[src/rtl/gcd_method_responder_if.sv]
// Purpose: call/return bundle between a caller and the GCD method responder.
// Ports  : gcd_a/gcd_b arguments, gcd_req call request (caller -> callee);
//          gcd_busy call-in-progress flag and gcd_return result (callee -> caller).
interface gcd_method_responder_if #(
    parameter int WIDTH = 32
);
    logic [WIDTH-1:0] gcd_a;
    logic [WIDTH-1:0] gcd_b;
    logic             gcd_req;
    logic             gcd_busy;
    logic [WIDTH-1:0] gcd_return;

    // Caller side
    modport master (
        output gcd_a,
        output gcd_b,
        output gcd_req,
        input  gcd_busy,
        input  gcd_return
    );

    // Callee side
    modport slave (
        input  gcd_a,
        input  gcd_b,
        input  gcd_req,
        output gcd_busy,
        output gcd_return
    );
endinterface

[src/rtl/gcd_method_responder.sv]
// Purpose: callee for a req/busy/return method call; computes gcd(a,b) with binary (Stein) GCD.
// Latency: 2 busy cycles if either argument is 0, otherwise at most 4*WIDTH+4 busy cycles.
// Backpressure: none; a new call needs a fresh rising edge of gcd_req seen in IDLE.
// Ports  : clk, reset (sync, active-high), bus (slave modport: gcd_a, gcd_b, gcd_req in;
//          gcd_busy, gcd_return out).
module gcd_method_responder #(
    parameter int WIDTH = 32
) (
    input  logic                  clk,
    input  logic                  reset,
    gcd_method_responder_if.slave bus
);
    localparam int KW = $clog2(WIDTH) + 1;

    localparam logic [2:0] IDLE   = 3'd0;
    localparam logic [2:0] STRIP2 = 3'd1;
    localparam logic [2:0] STRIPA = 3'd2;
    localparam logic [2:0] LOOP   = 3'd3;
    localparam logic [2:0] FINISH = 3'd4;

    logic [2:0]       state_q, state_d;
    logic             req_q;           // previous-cycle copy of gcd_req, for edge detect
    logic [WIDTH-1:0] ra_q, ra_d;
    logic [WIDTH-1:0] rb_q, rb_d;
    logic [KW-1:0]    k_q, k_d;        // count of common factors of two
    logic [WIDTH-1:0] ret_q, ret_d;
    logic             start;

    // A request held through reset is not a call yet; it starts in the
    // first cycle after reset releases, because req_q is cleared by reset.
    assign start = (state_q == IDLE) && bus.gcd_req && !req_q && !reset;

    assign bus.gcd_busy   = (state_q != IDLE) || start;
    assign bus.gcd_return = ret_q;

    always_comb begin
        state_d = state_q;
        ra_d    = ra_q;
        rb_d    = rb_q;
        k_d     = k_q;
        ret_d   = ret_q;
        case (state_q)
            IDLE: begin
                if (start) begin
                    ra_d = bus.gcd_a;
                    rb_d = bus.gcd_b;
                    k_d  = '0;
                    if (bus.gcd_a == '0 || bus.gcd_b == '0) begin
                        // gcd(x,0) = x; OR picks the nonzero one (or 0 for 0,0)
                        ra_d    = bus.gcd_a | bus.gcd_b;
                        state_d = FINISH;
                    end else begin
                        state_d = STRIP2;
                    end
                end
            end
            STRIP2: begin
                if (!ra_q[0] && !rb_q[0]) begin
                    ra_d = ra_q >> 1;
                    rb_d = rb_q >> 1;
                    k_d  = k_q + KW'(1);
                end else begin
                    state_d = STRIPA;
                end
            end
            STRIPA: begin
                if (!ra_q[0]) begin
                    ra_d = ra_q >> 1;
                end else begin
                    state_d = LOOP;
                end
            end
            LOOP: begin
                // ra stays odd here; rb is reduced until it reaches 0
                if (rb_q == '0) begin
                    state_d = FINISH;
                end else if (!rb_q[0]) begin
                    rb_d = rb_q >> 1;
                end else if (ra_q > rb_q) begin
                    ra_d = rb_q;
                    rb_d = ra_q;
                end else begin
                    rb_d = rb_q - ra_q;
                end
            end
            FINISH: begin
                // The result divides both arguments, so restoring 2^k cannot overflow
                ret_d   = ra_q << k_q;
                state_d = IDLE;
            end
            default: begin
                state_d = IDLE;
            end
        endcase
    end

    always_ff @(posedge clk) begin
        if (reset) begin
            state_q <= IDLE;
            req_q   <= 1'b0;
            ra_q    <= '0;
            rb_q    <= '0;
            k_q     <= '0;
            ret_q   <= '0;
        end else begin
            state_q <= state_d;
            req_q   <= bus.gcd_req;
            ra_q    <= ra_d;
            rb_q    <= rb_d;
            k_q     <= k_d;
            ret_q   <= ret_d;
        end
    end
endmodule

[src/flat_wrapper.sv]
// flat-port wrapper written by rule: the top's interface ports become plain ports
module gcd_method_responder_flat 
#(
    parameter int WIDTH = 32
)
  (clk, reset, bus_gcd_a, bus_gcd_b, bus_gcd_req, bus_gcd_busy, bus_gcd_return);
  gcd_method_responder_if #(.WIDTH(WIDTH)) bus_i ();
  input  logic clk;
  input  logic reset;
  input wire logic [$bits(bus_i.gcd_a)-1:0] bus_gcd_a;
  input wire logic [$bits(bus_i.gcd_b)-1:0] bus_gcd_b;
  input wire logic [$bits(bus_i.gcd_req)-1:0] bus_gcd_req;
  output wire logic [$bits(bus_i.gcd_busy)-1:0] bus_gcd_busy;
  output wire logic [$bits(bus_i.gcd_return)-1:0] bus_gcd_return;
  assign bus_i.gcd_a = bus_gcd_a;
  assign bus_i.gcd_b = bus_gcd_b;
  assign bus_i.gcd_req = bus_gcd_req;
  assign bus_gcd_busy = bus_i.gcd_busy;
  assign bus_gcd_return = bus_i.gcd_return;
  gcd_method_responder #(.WIDTH(WIDTH)) u_core (.clk(clk), .reset(reset), .bus(bus_i));
endmodule
[config.mk]
export PLATFORM = sky130hd
export DESIGN_NAME = gcd_method_responder_flat
export DESIGN_NICKNAME = d
export VERILOG_FILES = /design/src/rtl/gcd_method_responder_if.sv /design/src/rtl/gcd_method_responder.sv /design/src/flat_wrapper.sv
export SDC_FILE = /design/constraint.sdc
export NUM_CORES = 1
export LEC_CHECK = 0
export BUFFER_PORTS_ARGS = -buffer_cell sky130_fd_sc_hd__buf_2
export CAP_MARGIN = 20
export CORE_MARGIN = 5
export CORE_UTILIZATION = 35
export CTS_BUF_LIST = sky130_fd_sc_hd__clkbuf_8
export DETAILED_ROUTE_END_ITERATION = 16
export GPL_ROUTABILITY_DRIVEN = 0
export HOLD_SLACK_MARGIN = 0.12
export PLACE_DENSITY_LB_ADDON = 0.05
export SYNTH_ARGS = -nofsm -noshare
export SYNTH_HDL_FRONTEND = slang
export SYNTH_SLANG_ARGS = --single-unit
export TNS_END_PERCENT = 1
[constraint.sdc]
create_clock -name clk -period 6.6 [get_ports clk]
set_input_delay 1.32 -clock clk [delete_from_list [all_inputs] [get_ports clk]]
set_output_delay 1.32 -clock clk [all_outputs]
set_load 0.02 [all_outputs]
==> results of run 1 <==
-- final cells by class --
cell class                 count  area, um2  share of cell area
clock inverter                 7      65.06            0.006751
tap                          324      405.4             0.04207
sequential                   106       2127              0.2207
clock buffer                   9      123.9             0.01285
timing repair buffer         117      636.9             0.06609
inverter                      46      172.7             0.01792
multi-input combinational    859       6106              0.6336
-- metal layers --
layer,GRT usage,vias to the layer above,share of wire
met5,0,-,0
met2,0.3665,322,0.46
met1,0.3255,4398,0.46
li1,-,4279,-
met3,0.02603,56,0.051
met4,0.06916,0,0.026
-- power by group through the flow --
| stage | clock, mW | sequential, mW | combinational [mW] |
|---|---|---|---|
| CTS | 0.445 | 0.902 | 1.84 |
| finish | 0.432 | 0.909 | 1.84 |
| global route | 0.465 | 0.919 | 2.03 |
| global placement | 0 | 0.918 | 1.83 |
| floorplan | 0 | 0.826 | 1.40 |
| detailed placement | 0 | 0.918 | 1.83 |
-- sequential cells by signal, indices dropped and copies added, names as in the netlist --
register / cells
u_core.state_q: 3
u_core.bus.gcd_return: 32
u_core.ra_q: 32
u_core.rb_q: 32
u_core.req_q: 1
u_core.k_q: 6
-- cells by family (layout without fill, tap and decap cells) --
| family | Yosys count | in the layout | synth area share |
|---|---|---|---|
| buf+inv | 139 | 179 | 0.06500 |
| compound gates | 377 | 377 | 0.3161 |
| mux | 67 | 67 | 0.1089 |
| simple gates | 349 | 349 | 0.1859 |
| flops | 106 | 106 | 0.2423 |
| xor+xnor | 31 | 31 | 0.03100 |
| fa+ha+maj | 35 | 35 | 0.05086 |
-- layout by cell type (no fill, tap or decap), drive strengths merged, types with 8 or more instances in the layout --
master	synthesis	layout
a211oi	54	54
a21o	21	21
a21oi	91	91
a221oi	54	54
a222oi	12	12
a22oi	17	17
a311oi	8	8
a31oi	12	12
and3	8	8
buf	14	117
clkbuf	79	9
dfxtp	106	106
ha	34	34
inv	46	49
mux2i	39	39
mux4	22	22
nand2	45	45
nand2b	10	10
nand3	29	29
nand4	12	12
nor2	164	164
nor2b	10	10
nor3	29	29
nor4	26	26
o21ai	52	52
o22ai	8	8
xnor2	18	18
xor2	13	13
-- tightest hold or removal path, stage by stage, from the launching register on --
cell,delay [ns]
dfxtp_1,0.33
nand2_1,0.05
a21oi_1,0.05
-- path summary, 6_finish.rpt --
check | startpoint | to | slack (ns) | cells after the start
max | u_core.ra_q[3] | u_core.ra_q[5] | 1.97 | 13
min reg2reg | u_core.bus.gcd_return[27] | u_core.bus.gcd_return[27] | 0.46 | 2
min | u_core.bus.gcd_return[27] | u_core.bus.gcd_return[27] | 0.46 | 2
max reg2reg | u_core.ra_q[3] | u_core.ra_q[5] | 1.97 | 13
==> run metrics, run 1 <==
outcome=finished, final reports clean; share of cells above drive strength 1=0.1879; Placed Instances=1,452; PD cells=330.3 nW/um2; Clock Sinks=106; fin crit share=0.7013; DIE WIDTH=168.2 um; Min-Delay Path Class=reg -> reg; Slew headroom=0.3519; CTS tree=yes; grt total ovfl=0; DIE AREA=28,290 um2; Hold Slack=0.4597 ns; post-route ant nets=0; clk buf depth=2; CP delay by family, top=compound AO/OA/AOI/OAI gates; CTS clk-pin slew, worst paths=0.13 ns; skew final=0.01803 ns; Worst EP arrival=4.95 ns; fill count=2,548; Tightest Pin Transition=0.9721 ns; PostCTS Resize Cnt=0; final setup vio count=0; Syn Nets=1,206; TritonCTS Buffers=9; Tmin final=4.628 ns; Crit. End Element=register; Comb power frac=0.579; CP required=6.93 ns; vias in the first global route=8,570; drt wl/cell=23.13 um; Power Total=3.183 mW; clk_lat worst skew=0.41 ns; I/O pin cnt=100; DRC viols=0; VDD IR max=0.1125 mV; fin. max-slew vios=0; chip height=168.2 um; Async S/R FF share, synth=0; top-count cell post-synth=nor2_1; Ys Warns=0; top cells by area, synth=dfxtp_1, nor2_1, mux4_2; syn avg cell area=7.933 um2; Setup WS pre-CTS=2.025 ns; Vias=9,055; Max-cap violations=0; Worst path slowest cell=buf_4; library cells used by synthesis=66; top-area cell type share of the netlist area=0.2423; Rows=57; CP Cell Sequence=inv_1 -> ha_1 -> o211ai_1 -> a21oi_1 -> o41a_1 -> a31o_1 -> a211oi_4 -> nor3_1 -> a2111oi_2 -> o31a_2 -> buf_4 -> nor2_1 -> a211oi_2; EDFF count, synth=0; Worst Setup Start Kind=register; CTS Root Cell=clkbuf_8; vias per cell=6.168; Setup WS post-layout=1.972 ns; Fin. Hold Viols=0; top_reg_cell synth=dfxtp_1; Post-Route Setup TNS=0 ns; internal power=1.598 mW; H-tree depth=3; Reg power frac=0.285; post-DP HPWL=24,690 um; starting density of the core=0.3580; design area=9637 um2; leading area contributor after synthesis=dfxtp_1; crit path buf inv count=2; RSZ-0062 raised after global routing=false; Hold Buf Count CTS=0; number of port buffers=99; DR iter-0 viols=871; Clock power frac=0.136; Leakage=3.554 nW; FF+latch count, synth=106; first-pass GRT wire length=51,930 um; cells after synthesis=1,104; Net Sw Frac=0.4980; sequential-to-total area share from yosys stat=0.2423; biggest cell delay along the critical path=0.62 ns; largest net degree at the start of global routing=62; router iterations before antenna repair=6; top cells by count, synth=nor2_1, dfxtp_1, a21oi_1, clkbuf_1, a221oi_1; core box area=24,460 um2; Area growth, synth to finish=10.03%; n_diodes=0; Post-CTS Setup Repair Bufs=0; fin cells=1,468; Total Nets Final=1,241; final wirelength=33,960 um; Post-DP Area=9448 um2; peak fanout along the critical path=42; post-layout util=0.3939; switching power total=1.585 mW; antenna violations before repair=0; CP Class=reg -> reg; GRT Util Overall=0.2293; Netlist Area Pre-Place=8758 um2; fmax=216.1 MHz
(Power assumes the default switching activity.)
==> inputs of run 2 (changes only) <==
Clock period 6.6 ns to 4.8 ns, I/O delays scaled along.
==> run 2 against run 1 <==
Compared with the run above:
- clock power rose by 37%
- first-iteration DRC count shrank 2.5%
- largest cell class unchanged
- largest power group unchanged
- final area grew 1.0%
==> run metrics, run 2 (synthesis results as in run 1) <==
skew final=0.01454 ns; post-DP HPWL=25,180 um; most frequent cells in the layout=nor2_1, dfxtp_1, buf_2, a21oi_1, a221oi_1; M2 GR Usage=0.3695; antenna violations before repair=0; fin. max-slew vios=0; Rows=57; CTS tree=yes; first-pass GRT wire length=52,310 um; drt wl/cell=22.81 um; fmax=243.6 MHz; final wirelength=33,810 um; DRC viols=0; vias in the first global route=8,647; Worst EP arrival=4.35 ns; grt total ovfl=0; met3 global-route usage=0.02743; CTS clk-pin slew, worst paths=0.12 ns; Area growth, synth to finish=11.13%; Fin. Hold Viols=0; Tmin final=4.105 ns; I/O pin cnt=100; GRT Util Overall=0.2324; H-tree depth=3; core box area=24,460 um2; clk buf depth=2; DIE WIDTH=168.2 um; biggest cell delay along the critical path=0.85 ns; Tightest Pin Transition=1.030 ns; VDD IR max=0.1565 mV; CP delay by family, top=compound AO/OA/AOI/OAI gates; grt peak-use layer=met2; largest net degree at the start of global routing=65; starting density of the core=0.3580; n_diodes=0; PD cells=452.8 nW/um2; CP required=5.04 ns; fin crit share=0.8553; Slew headroom=0.3135; Min-Delay Path Class=reg -> reg; chip height=168.2 um; Total Nets Final=1,255; vias per cell=6.058; M1 GR Usage=0.3321; Post-DP Area=9548 um2; commonest non-fill, non-tap cell in the layout=nor2_1; Crit. End Element=register; Vias=8,978; Leakage=3.632 nW; share of cells above drive strength 1=0.1969; final setup vio count=0; design area=9733 um2; CP Class=reg -> reg; FF-to-FF setup slack=0.69 ns; DIE AREA=28,290 um2; Max-cap violations=0; router iterations before antenna repair=5; peak fanout along the critical path=26; Post-Route Setup TNS=0 ns; clk_lat worst skew=0.40 ns; PostCTS Resize Cnt=0; fill count=2,564; post-route ant nets=0; outcome=finished, final reports clean; number of port buffers=99; CP Cell Sequence=inv_1 -> ha_1 -> o211ai_1 -> a21oi_1 -> o41a_1 -> a31o_1 -> a211oi_4 -> o21a_1 -> or3_1 -> o21ai_0 -> a222oi_1 -> a211oi_1; Worst Setup Start Kind=register; CTS Root Cell=clkbuf_8; Clock Sinks=106; TritonCTS Buffers=9; DR iter-0 viols=849; RSZ-0062 raised after global routing=false; Worst path slowest cell=o21a_1; crit path buf inv count=1; Hold Buf Count CTS=0; Post-CTS Setup Repair Bufs=0
-- run 2: where the power goes --
| part | switching [mW] | total (mW) | internal, mW |
|---|---|---|---|
| logic | 1.58 | 2.61 | 1.03 |
| clock network | 0.388 | 0.590 | 0.201 |
| registers | 0.217 | 1.21 | 0.992 |
| total | 2.19 | 4.41 | 2.22 |
-- run 2: worst paths after layout --
check                            start                        end  cells after the start
max                     u_core.ra_q[5]             u_core.rb_q[8]                     12
min          u_core.bus.gcd_return[27]  u_core.bus.gcd_return[27]                      2
max reg2reg             u_core.ra_q[5]             u_core.rb_q[8]                     12
min reg2reg  u_core.bus.gcd_return[27]  u_core.bus.gcd_return[27]                      2
-- run 2: final cells by class --
cell class	count	area, um2	area share
Clock inverter	7	61.31	0.006299
Sequential cell	106	2127	0.2185
Clock buffer	9	123.9	0.01273
Timing Repair Buffer	131	745.7	0.07662
Tap cell	324	405.4	0.04165
Multi-Input combinational cell	859	6097	0.6264
Inverter	46	172.7	0.01774
-- run 2: worst register-to-register path: stages, from the launching register on --
cell and delay [ns]:
dfxtp_1 0.51, inv_1 0.08, ha_1 0.39, o211ai_1 0.13, a21oi_1 0.09, o41a_1 0.48, a31o_1 0.29, a211oi_4 0.40
o21a_1 0.86, or3_1 0.22, o21ai_0 0.09, a222oi_1 0.31, a211oi_1 0.11
-- run 2: through the flow --
step | cells | setup WS, ns | hold slack [ns] | util | power, mW
after CTS | 1482 | 0.6676 | 0.4574 | 0.3979 | 4.405
after floorplan | 1104 | 1.546 | 0.4965 | - | 3.063
after detailed placement | 1466 | 0.7144 | 0.4418 | 0.3903 | 3.800
final | 1482 | 0.6945 | 0.4553 | 0.3979 | 4.407
after global placement | 1465 | 0.7918 | 0.4375 | 0.3897 | 3.805
after global routing | 1482 | 0.3915 | 0.4891 | 0.3979 | 4.732
-- run 2: metal layers --
| layer | share of wire | vias to the layer above |
|---|---|---|
| met1 | 0.47 | 4338 |
| li1 | - | 4304 |
| met3 | 0.056 | 39 |
| met5 | 0 | - |
| met2 | 0.46 | 297 |
| met4 | 0.023 | 0 |
